[config.mk]
export PLATFORM = sky130hd
export DESIGN_NAME = addsub_pipe_flat
export DESIGN_NICKNAME = d
export VERILOG_FILES = /design/src/rtl/addsub_pipe_if.sv /design/src/rtl/addsub_pipe.sv /design/src/flat_wrapper.sv
export SDC_FILE = /design/constraint.sdc
export NUM_CORES = 1
export LEC_CHECK = 0
export CAP_MARGIN = 10
export CELL_PAD_IN_SITES_DETAIL_PLACEMENT = 1
export CELL_PAD_IN_SITES_GLOBAL_PLACEMENT = 1
export CORE_MARGIN = 2
export CORE_UTILIZATION = 30
export CTS_BUF_LIST = sky130_fd_sc_hd__clkbuf_16
export CTS_CLUSTER_SIZE = 16
export DETAILED_ROUTE_END_ITERATION = 8
export GPL_TIMING_DRIVEN = 0
export PLACE_DENSITY_LB_ADDON = 0.1
export SETUP_SLACK_MARGIN = 0.15
export SYNTH_ARGS = -nofsm -noshare
export SYNTH_HDL_FRONTEND = slang
export SYNTH_SLANG_ARGS = --single-unit
[constraint.sdc]
create_clock -name clk -period 1.9 [get_ports clk]
set_input_delay 0.38 -clock clk [delete_from_list [all_inputs] [get_ports clk]]
set_output_delay 0.38 -clock clk [all_outputs]
set_load 0.1 [all_outputs]
[src/rtl/addsub_pipe_if.sv]
// Operand/result handshake bundle for addsub_pipe. The master side drives
// operands and out_ready; the slave side (the pipeline) drives results and flags.
interface addsub_pipe_if #(
  parameter int WIDTH = 16
);
  logic             in_valid;
  logic             in_ready;
  logic [WIDTH-1:0] a_in;
  logic [WIDTH-1:0] b_in;
  logic             is_sub;
  logic             flag_en;
  logic             out_valid;
  logic             out_ready;
  logic [WIDTH-1:0] sum_out;
  logic [2:0]       flag_out;
  logic [2:0]       flag_reg;

  modport master (
    output in_valid, a_in, b_in, is_sub, flag_en, out_ready,
    input  in_ready, out_valid, sum_out, flag_out, flag_reg
  );

  modport slave (
    input  in_valid, a_in, b_in, is_sub, flag_en, out_ready,
    output in_ready, out_valid, sum_out, flag_out, flag_reg
  );
endinterface

[src/rtl/addsub_pipe.sv]
// Pipelined add/sub built from 4-bit CLA groups split evenly over NUM_STAGES registers.
// Define ADDSUB_SAT_EN to saturate on signed overflow; otherwise the result wraps.
module addsub_pipe #(
  parameter int WIDTH      = 16,
  parameter int NUM_STAGES = 2
) (
  input  logic          clk,
  input  logic          rst_n,
  addsub_pipe_if.slave  bus
);

  localparam int GROUPS = WIDTH / 4;
  localparam int GPS    = GROUPS / NUM_STAGES;
  localparam int LAST   = NUM_STAGES - 1;

  typedef struct packed {
    logic [3:0] sum;
    logic       c3;
    logic       c4;
  } cla_t;

  typedef struct packed {
    logic [WIDTH-1:0] a;
    logic [WIDTH-1:0] b;
    logic [WIDTH-1:0] sum;
    logic             carry;
    logic             cmsb;
`ifdef ADDSUB_SAT_EN
    logic             sign;
`endif
    logic             flag_en;
  } stage_t;

  function automatic cla_t cla4(input logic [3:0] a, input logic [3:0] b, input logic ci);
    logic [3:0] g;
    logic [3:0] p;
    logic [4:0] c;
    cla_t       r;
    g    = a & b;
    p    = a ^ b;
    c[0] = ci;
    c[1] = g[0] | (p[0] & c[0]);
    c[2] = g[1] | (p[1] & g[0]) | (p[1] & p[0] & c[0]);
    c[3] = g[2] | (p[2] & g[1]) | (p[2] & p[1] & g[0]) | (p[2] & p[1] & p[0] & c[0]);
    c[4] = g[3] | (p[3] & g[2]) | (p[3] & p[2] & g[1]) | (p[3] & p[2] & p[1] & g[0])
         | (p[3] & p[2] & p[1] & p[0] & c[0]);
    r.sum = p ^ c[3:0];
    r.c3  = c[3];
    r.c4  = c[4];
    return r;
  endfunction

  // Processes this stage's slice of groups, rippling the group carry through it.
  function automatic stage_t stage_fn(input stage_t st, input int s);
    stage_t res;
    cla_t   r;
    logic   c;
    int     idx;
    res = st;
    c   = st.carry;
    for (int g = 0; g < GPS; g++) begin
      idx = (s * GPS + g) * 4;
      r   = cla4(st.a[idx +: 4], st.b[idx +: 4], c);
      res.sum[idx +: 4] = r.sum;
      if (s == LAST) res.cmsb = r.c3;
      c = r.c4;
    end
    res.carry = c;
    return res;
  endfunction

  stage_t                stage_q  [NUM_STAGES];
  stage_t                stage_in [NUM_STAGES];
  stage_t                stage_d  [NUM_STAGES];
  logic [NUM_STAGES-1:0] valid_q;
  logic [NUM_STAGES-1:0] valid_in;
  logic [NUM_STAGES-1:0] adv;
  logic [2:0]            flag_reg_q;
  logic [2:0]            flag_reg_d;
  logic [2:0]            flag_now;
  logic [WIDTH-1:0]      sum_res;
  logic                  ovf;
  logic                  retire;

  // NOTE: every always_comb output gets a full default first so no latch can be inferred.
  always_comb begin
    valid_in          = '0;
    stage_in[0]       = '0;
    stage_in[0].a     = bus.a_in;
    stage_in[0].b     = bus.is_sub ? ~bus.b_in : bus.b_in;
    stage_in[0].carry = bus.is_sub;
`ifdef ADDSUB_SAT_EN
    stage_in[0].sign  = bus.a_in[WIDTH-1];
`endif
    stage_in[0].flag_en = bus.flag_en;
    valid_in[0]         = bus.in_valid;
    for (int s = 1; s < NUM_STAGES; s++) begin
      stage_in[s] = stage_q[s-1];
      valid_in[s] = valid_q[s-1];
    end
    for (int s = 0; s < NUM_STAGES; s++) begin
      stage_d[s] = stage_fn(stage_in[s], s);
    end
  end

  // Backpressure ripples combinationally from out_ready down to in_ready.
  always_comb begin
    adv       = '0;
    adv[LAST] = ~valid_q[LAST] | bus.out_ready;
    for (int s = LAST - 1; s >= 0; s--) begin
      adv[s] = ~valid_q[s] | adv[s+1];
    end
  end

  always_comb begin
    ovf     = stage_q[LAST].cmsb ^ stage_q[LAST].carry;
    sum_res = stage_q[LAST].sum;
`ifdef ADDSUB_SAT_EN
    if (ovf) sum_res = {stage_q[LAST].sign, {(WIDTH-1){~stage_q[LAST].sign}}};
`endif
    flag_now   = {sum_res[WIDTH-1], ovf, ~|sum_res};
    retire     = valid_q[LAST] & bus.out_ready;
    flag_reg_d = (retire && stage_q[LAST].flag_en) ? flag_now : flag_reg_q;
  end

  // NOTE: stage data is reset too, so sum_out/flag_out come up as 0 / 3'b001.
  // NOTE: sequential state uses non-blocking assignments only, avoiding read/write races.
  always_ff @(posedge clk or negedge rst_n) begin
    if (!rst_n) begin
      valid_q    <= '0;
      flag_reg_q <= '0;
      for (int s = 0; s < NUM_STAGES; s++) stage_q[s] <= '0;
    end else begin
      flag_reg_q <= flag_reg_d;
      for (int s = 0; s < NUM_STAGES; s++) begin
        if (adv[s]) begin
          valid_q[s] <= valid_in[s];
          if (valid_in[s]) stage_q[s] <= stage_d[s];
        end
      end
    end
  end

  assign bus.in_ready  = adv[0];
  assign bus.out_valid = valid_q[LAST];
  assign bus.sum_out   = sum_res;
  assign bus.flag_out  = flag_now;
  assign bus.flag_reg  = flag_reg_q;

endmodule
[src/flat_wrapper.sv]
// flat-port wrapper written by rule: the top's interface ports become plain ports
module addsub_pipe_flat 
#(
  parameter int WIDTH      = 16,
  parameter int NUM_STAGES = 2
)
  (clk, rst_n, bus_in_valid, bus_a_in, bus_b_in, bus_is_sub, bus_flag_en, bus_out_ready, bus_in_ready, bus_out_valid, bus_sum_out, bus_flag_out, bus_flag_reg);
  addsub_pipe_if #(.WIDTH(WIDTH)) bus_i ();
  input  logic clk;
  input  logic rst_n;
  input wire logic [$bits(bus_i.in_valid)-1:0] bus_in_valid;
  input wire logic [$bits(bus_i.a_in)-1:0] bus_a_in;
  input wire logic [$bits(bus_i.b_in)-1:0] bus_b_in;
  input wire logic [$bits(bus_i.is_sub)-1:0] bus_is_sub;
  input wire logic [$bits(bus_i.flag_en)-1:0] bus_flag_en;
  input wire logic [$bits(bus_i.out_ready)-1:0] bus_out_ready;
  output wire logic [$bits(bus_i.in_ready)-1:0] bus_in_ready;
  output wire logic [$bits(bus_i.out_valid)-1:0] bus_out_valid;
  output wire logic [$bits(bus_i.sum_out)-1:0] bus_sum_out;
  output wire logic [$bits(bus_i.flag_out)-1:0] bus_flag_out;
  output wire logic [$bits(bus_i.flag_reg)-1:0] bus_flag_reg;
  assign bus_i.in_valid = bus_in_valid;
  assign bus_i.a_in = bus_a_in;
  assign bus_i.b_in = bus_b_in;
  assign bus_i.is_sub = bus_is_sub;
  assign bus_i.flag_en = bus_flag_en;
  assign bus_i.out_ready = bus_out_ready;
  assign bus_in_ready = bus_i.in_ready;
  assign bus_out_valid = bus_i.out_valid;
  assign bus_sum_out = bus_i.sum_out;
  assign bus_flag_out = bus_i.flag_out;
  assign bus_flag_reg = bus_i.flag_reg;
  addsub_pipe #(.WIDTH(WIDTH), .NUM_STAGES(NUM_STAGES)) u_core (.clk(clk), .rst_n(rst_n), .bus(bus_i));
endmodule
* Yosys cells after proc, flatten, opt, wreduce, memory -nomap -nowiden
Cells that the tools add are included.
** Operators by class
- Add/sub/neg operators :: 0
- Multiply operators :: 0
- Divide/modulo/power cells :: 0
- Order comparisons :: 0
- Eq/ne operators :: 0
- Shift operators :: 0
- Multiplexer cells :: 1
- Bitwise operators :: 123
- Reductions and logical operators :: 5
** Operator list (number)
- 1-bit bitwise AND :: 65
- 1-bit bitwise OR :: 42
- 4-bit bitwise XOR :: 8
- 4-bit bitwise AND :: 4
- 16-bit 2-to-1 mux :: 1
- 16-bit NOT :: 1
- 16-bit OR reduction :: 1
- 2-bit AND reduction :: 2
- 1-bit NOT :: 2
- 1-bit logical AND :: 1
- 1-bit zero test :: 1
- 1-bit bitwise XOR :: 1
** Storage, ports and cells
- Register bits after elaboration :: 66
- Bits in latches :: 0
- Bits in writable memories :: 0
- ROM bits :: 0
- Bits of input ports :: 38
- Output and inout bits :: 24
- Word-level logic and storage cells :: 141
- Memories kept :: 0

* Longest topological paths before layout
- Depth after elaboration :: 11
- Depth in mapped cells :: 10
- Mapped depth without buffers :: 8

* Least setup slack after synthesis
No wires, ideal clock.
- Path kind :: reg2reg
- Start :: register u_core.valid_q[1]
- End :: register u_core.stage_q (netlist bit u_core.stage_d[0])
- Setup time :: 128 ps
- Arrival :: 2992 ps
- Required time :: 1772 ps
- Setup slack :: -1220 ps
- Cell stages (with the launch flop) :: 5
- Buffers on the path :: 1
- Period minus slack after synthesis :: 3120 ps
- Path through :: dfrtp_1 > nand3b_1 > nand2_1 > buf_4 > mux2_1
** On the way
- Cells in the longest elaborated chain, start to end :: 4
** Ends and longest elaborated chain
- start: declaration :: line addsub_pipe.sv:75 : logic [NUM_STAGES-1:0] valid_q;
- start signal: indexed assignment :: line addsub_pipe.sv:137 : valid_q[s] <= valid_in[s];
- 1-bit NOT :: line addsub_pipe.sv:109 : adv[LAST] = ~valid_q[LAST] | bus.out_ready;
- 1-bit bitwise OR :: line addsub_pipe.sv:109
- 1-bit bitwise OR :: line addsub_pipe.sv:111 : adv[s] = ~valid_q[s] | adv[s+1];
- via bus_in_ready :: line flat_wrapper.sv:17 : output wire logic [$bits(bus_i.in_ready)-1:0] bus_in_ready;
- 2-bit AND reduction (no source line)
- end signal: indexed assignment :: line addsub_pipe.sv:138 : if (valid_in[s]) stage_q[s] <= stage_d[s];
- end: declaration :: line addsub_pipe.sv:72 : stage_t stage_q [NUM_STAGES];
The timed path passes the listed nets, and every way through them passes these cells.
A chain may end at the register's enable or synchronous reset.

* Worst setup path in the final report
- Start :: input bus_is_sub
- End :: register u_core.stage_q (netlist bit u_core.stage_in[2])
** On the way
- Cells in the longest elaborated chain, start to end :: 9
- Elaborated cells between the ends (all ways) :: 27
- Classes of those cells :: mux (1); bitwise (26)
** Ends and longest elaborated chain
- start: declaration :: line flat_wrapper.sv:14 : input wire logic [$bits(bus_i.is_sub)-1:0] bus_is_sub;
- 16-bit 2-to-1 mux :: line addsub_pipe.sv:90 : stage_in[0].b = bus.is_sub ? ~bus.b_in : bus.b_in;
- 4-bit bitwise XOR / 4-bit bitwise AND (equally long branches) :: line addsub_pipe.sv:40, addsub_pipe.sv:39
- 1-bit bitwise AND (on tied branches) :: line addsub_pipe.sv:45, addsub_pipe.sv:46
- 1-bit bitwise OR (tied with other cells) (2 in series) :: line addsub_pipe.sv:45 : c[4] = g[3] | (p[3] & g[2]) | (p[3] & p[2] & g[1]) | (p[3] & p[2] & p[1] & g[0])
- 1-bit bitwise OR / 1-bit bitwise AND (equally long branches) :: line addsub_pipe.sv:45, addsub_pipe.sv:46
- 1-bit bitwise OR :: line addsub_pipe.sv:46 : | (p[3] & p[2] & p[1] & p[0] & c[0]);
- 1-bit bitwise AND :: line addsub_pipe.sv:46
- 1-bit bitwise OR (*) :: line addsub_pipe.sv:46
Mark *: on every way between the ends. The rest lies on a longest branch, timed or not.

==> qor.csv <==
metric,value,unit
synth_commonest_cells,"dfrtp_1 (50), nand2_1 (25), mux2_1 (22), o21ai_1 (22), buf_4 (20)",
dp_hpwl,4.874,mm
cp_slowest_cell,ha_1,
arrival,2220,ps
clock_sinks,50,
io_pins,62,
fin_crit_sh,1.080,
synth_top_cell_area_share,0.4505,
via_count,2074,
start_util,0.3049,
dr.first_iter.drc_count,56,
antenna_cells,0,
wirelength,6.332,mm
reg2reg_depth,5,
violations,negative setup slack,
path_cells,buf_8 -> buf_6 -> buf_12 -> xor2_1 -> ha_1 -> a211oi_4 -> buf_4 -> nor3_2 -> o31a_1 -> o31a_1,
drcViolationCount,0,
fmax,0.4873,GHz
cts.htree.levels,2,
path_max_fanout,7,
period_needed,2052,ps
hold_slack,66.78,ps
cts_buffers,5,
row_count,35,
max_stage_delay,350,ps
clk_pin_slew,70,ps
finalNonFillerCells,450,
dp_cells,422,
syn_inst,249,
seqPwrFrac,0.280,
fin_setup_tns,-742.3,ps
slew_headroom,0.6320,
nets,395,
antenna_left,0,
grt_usage,0.1370,
nFillCells,989,
final.setup.worst_slack,-152.3,ps
synth_most_common_cell,dfrtp_1,
io_buffers,61,
syn_nets,306,
final_util,0.4507,
r2r-start,u_core.stage_d[30]$_DFFE_PN0P_,
synth_area,2778,um^2
stdcell_area,4105,um^2
ys_top_cells_by_area,"dfrtp_1 (45%), mux2_1 (8.9%), ha_1 (7.2%)",
p_leak,1.803,nW
cp_common_cell,o31a_1,
synth-seq-cells,50,
crit_required,2070,ps
internal_power,3.060,mW
dieArea,10050,um^2
syn2layout_area_growth,47.79,%
grt_max_degree,30,
avgSynthCellArea,11.16,um^2
place_area,3590,um^2
r2r_slack,-30,ps
detail_route.wl_per_cell,14.07,um
path_class,primary input to flip-flop,
p_sw_frac,0.4759,
clock_skew,7.545,ps
vdd_drop_max,0.7196,mV
yosysSeqAreaShare,0.4505,
rsz0062_at_grt,yes,
synth_cell_types,37,
hold_viol_final,0,
drive_gt1_frac,0.3481,
overflow,0,
drtPass1Iterations,3,
ys.flop_type,dfrtp_1,
die_h,100.2,um
synthArstFlopShare,1.000,
pwr-share-clk,0.173,
critPathLaunchType,primary input,
routabilityCongestion,0.7330,
cts_buffer_depth,2,
vias_per_cell,4.609,
grt_pass1_wl,10.76,mm
grt_pass1_vias,2211,
r2r_end,u_core.bus.sum_out[12]$_DFFE_PN0P_,
synth_enable_flop_cells,0,
pre_cts_ws,-1080,ps
slew_viol_final,0,
total_power,5.839,mW
core-area,9109,um^2
die_w,100.2,um
power.density,1422,nW/um^2
drv_cap,0,
worstHoldPathType,primary input to asynchronous set/reset pin,
worst_slew_pin_slew,554.6,ps
yosys_warnings,0,
clock_latency,290,ps
cts_tree,yes,
setup_viol,7,
grt_antenna_before_repair,0,
root_buffer,clkbuf_16,
power_frac_comb,0.547,
synth_top_area_cell,dfrtp_1,
run_status,finished with violations,
largest_reg_flops,25,
switching_power,2.779,mW
worst_setup_path_end_kind,flip-flop,
[worst max-delay path, delay by kind of cell]
| family | cells | cell delay [ps] |
|---|---|---|
| xor+xnor | 1 | 150 |
| compound gates | 3 | 790 |
| simple gates | 1 | 50 |
| fa+ha+maj | 1 | 350 |
| buf+inv | 4 | 500 |
[placed cells by master, fill, tap and decap left out, types with 4 or more instances in the layout]
cell type	n
xor2_1	14
buf_4	40
clkbuf_16	5
clkdlybuf4s50_1	31
mux2_1	21
ha_4	4
clkdlybuf4s18_2	9
ha_1	10
o31a_1	4
inv_1	6
nand2_1	24
o21ai_1	19
a21o_1	4
nand2b_1	4
buf_2	9
xnor2_1	11
dfrtp_1	49
buf_6	4
clkdlybuf4s15_2	6
[logic make-up after synthesis]
group                    share of synthesized area
AND/OR/NAND/NOR                            0.08874
buffers and inverters                      0.07522
multiplexers                               0.09279
flip-flops                                  0.4505
adder cells (fa/ha/maj)                    0.09369
XOR/XNOR                                   0.07883
AO/OA/AOI/OAI                               0.1203
[worst max-delay path by stage]
stage | from | end | slack [ps] | depth (start not counted)
6_report | bus_is_sub | u_core.stage_in[2]$_DFFE_PN0P_ | -150 | 10
5_1_grt | bus_is_sub | u_core.stage_in[2]$_DFFE_PN0P_ | -210 | 10
4_1_cts | bus_is_sub | u_core.stage_d[7]$_DFFE_PN0P_ | -200 | 10
3_5_place_dp | bus_is_sub | u_core.stage_d[7]$_DFFE_PN0P_ | -1080 | 10
3_3_place_gp | rst_n | u_core.valid_q[1]$_DFFE_PN0P_ | -1510 | 1
2_1_floorplan | u_core.valid_q[1]$_DFFE_PN0P_ | u_core.stage_d[0]$_DFFE_PN0P_ | -570 | 4
[routing by layer]
metal	GRT usage	wire length, um	vias up	part of all wire
li1	-	-	1027	-
met1	0.1707	2894	1000	0.46
met2	0.2390	3090	41	0.49
met3	0.02368	237	6	0.037
met4	0.04742	109	0	0.017
met5	0	0	-	0
[repair_timing]
action	4_1_cts	5_1_grt
setup buffers	15	5
resized for setup	120	34
pin swaps	19	19
setup endpoints to repair	41	32
hold buffers	0	0
[power groups by stage]
stage	clock network [mW]	logic [mW]	registers, mW
6_report	1.01	3.20	1.64
5_1_grt	1.07	3.39	1.69
4_1_cts	1.03	3.16	1.63
3_5_place_dp	0	3.03	1.62
3_3_place_gp	0	2.99	1.61
2_1_floorplan	0	2.23	1.70
[area by class of cell]
type | instances | area [um^2] | share of cell area
Clock buffer | 5 | 125.1 | 0.03048
Clock inverter | 3 | 41.29 | 0.01006
Inverter | 8 | 30.03 | 0.007315
Sequential cell | 50 | 1255 | 0.3057
Timing Repair Buffer | 82 | 772.0 | 0.1881
Buffer | 26 | 205.2 | 0.04998
Tap cell | 111 | 138.9 | 0.03383
Multi-Input combinational cell | 165 | 1538 | 0.3746
Power figures use the tool's default switching activity.
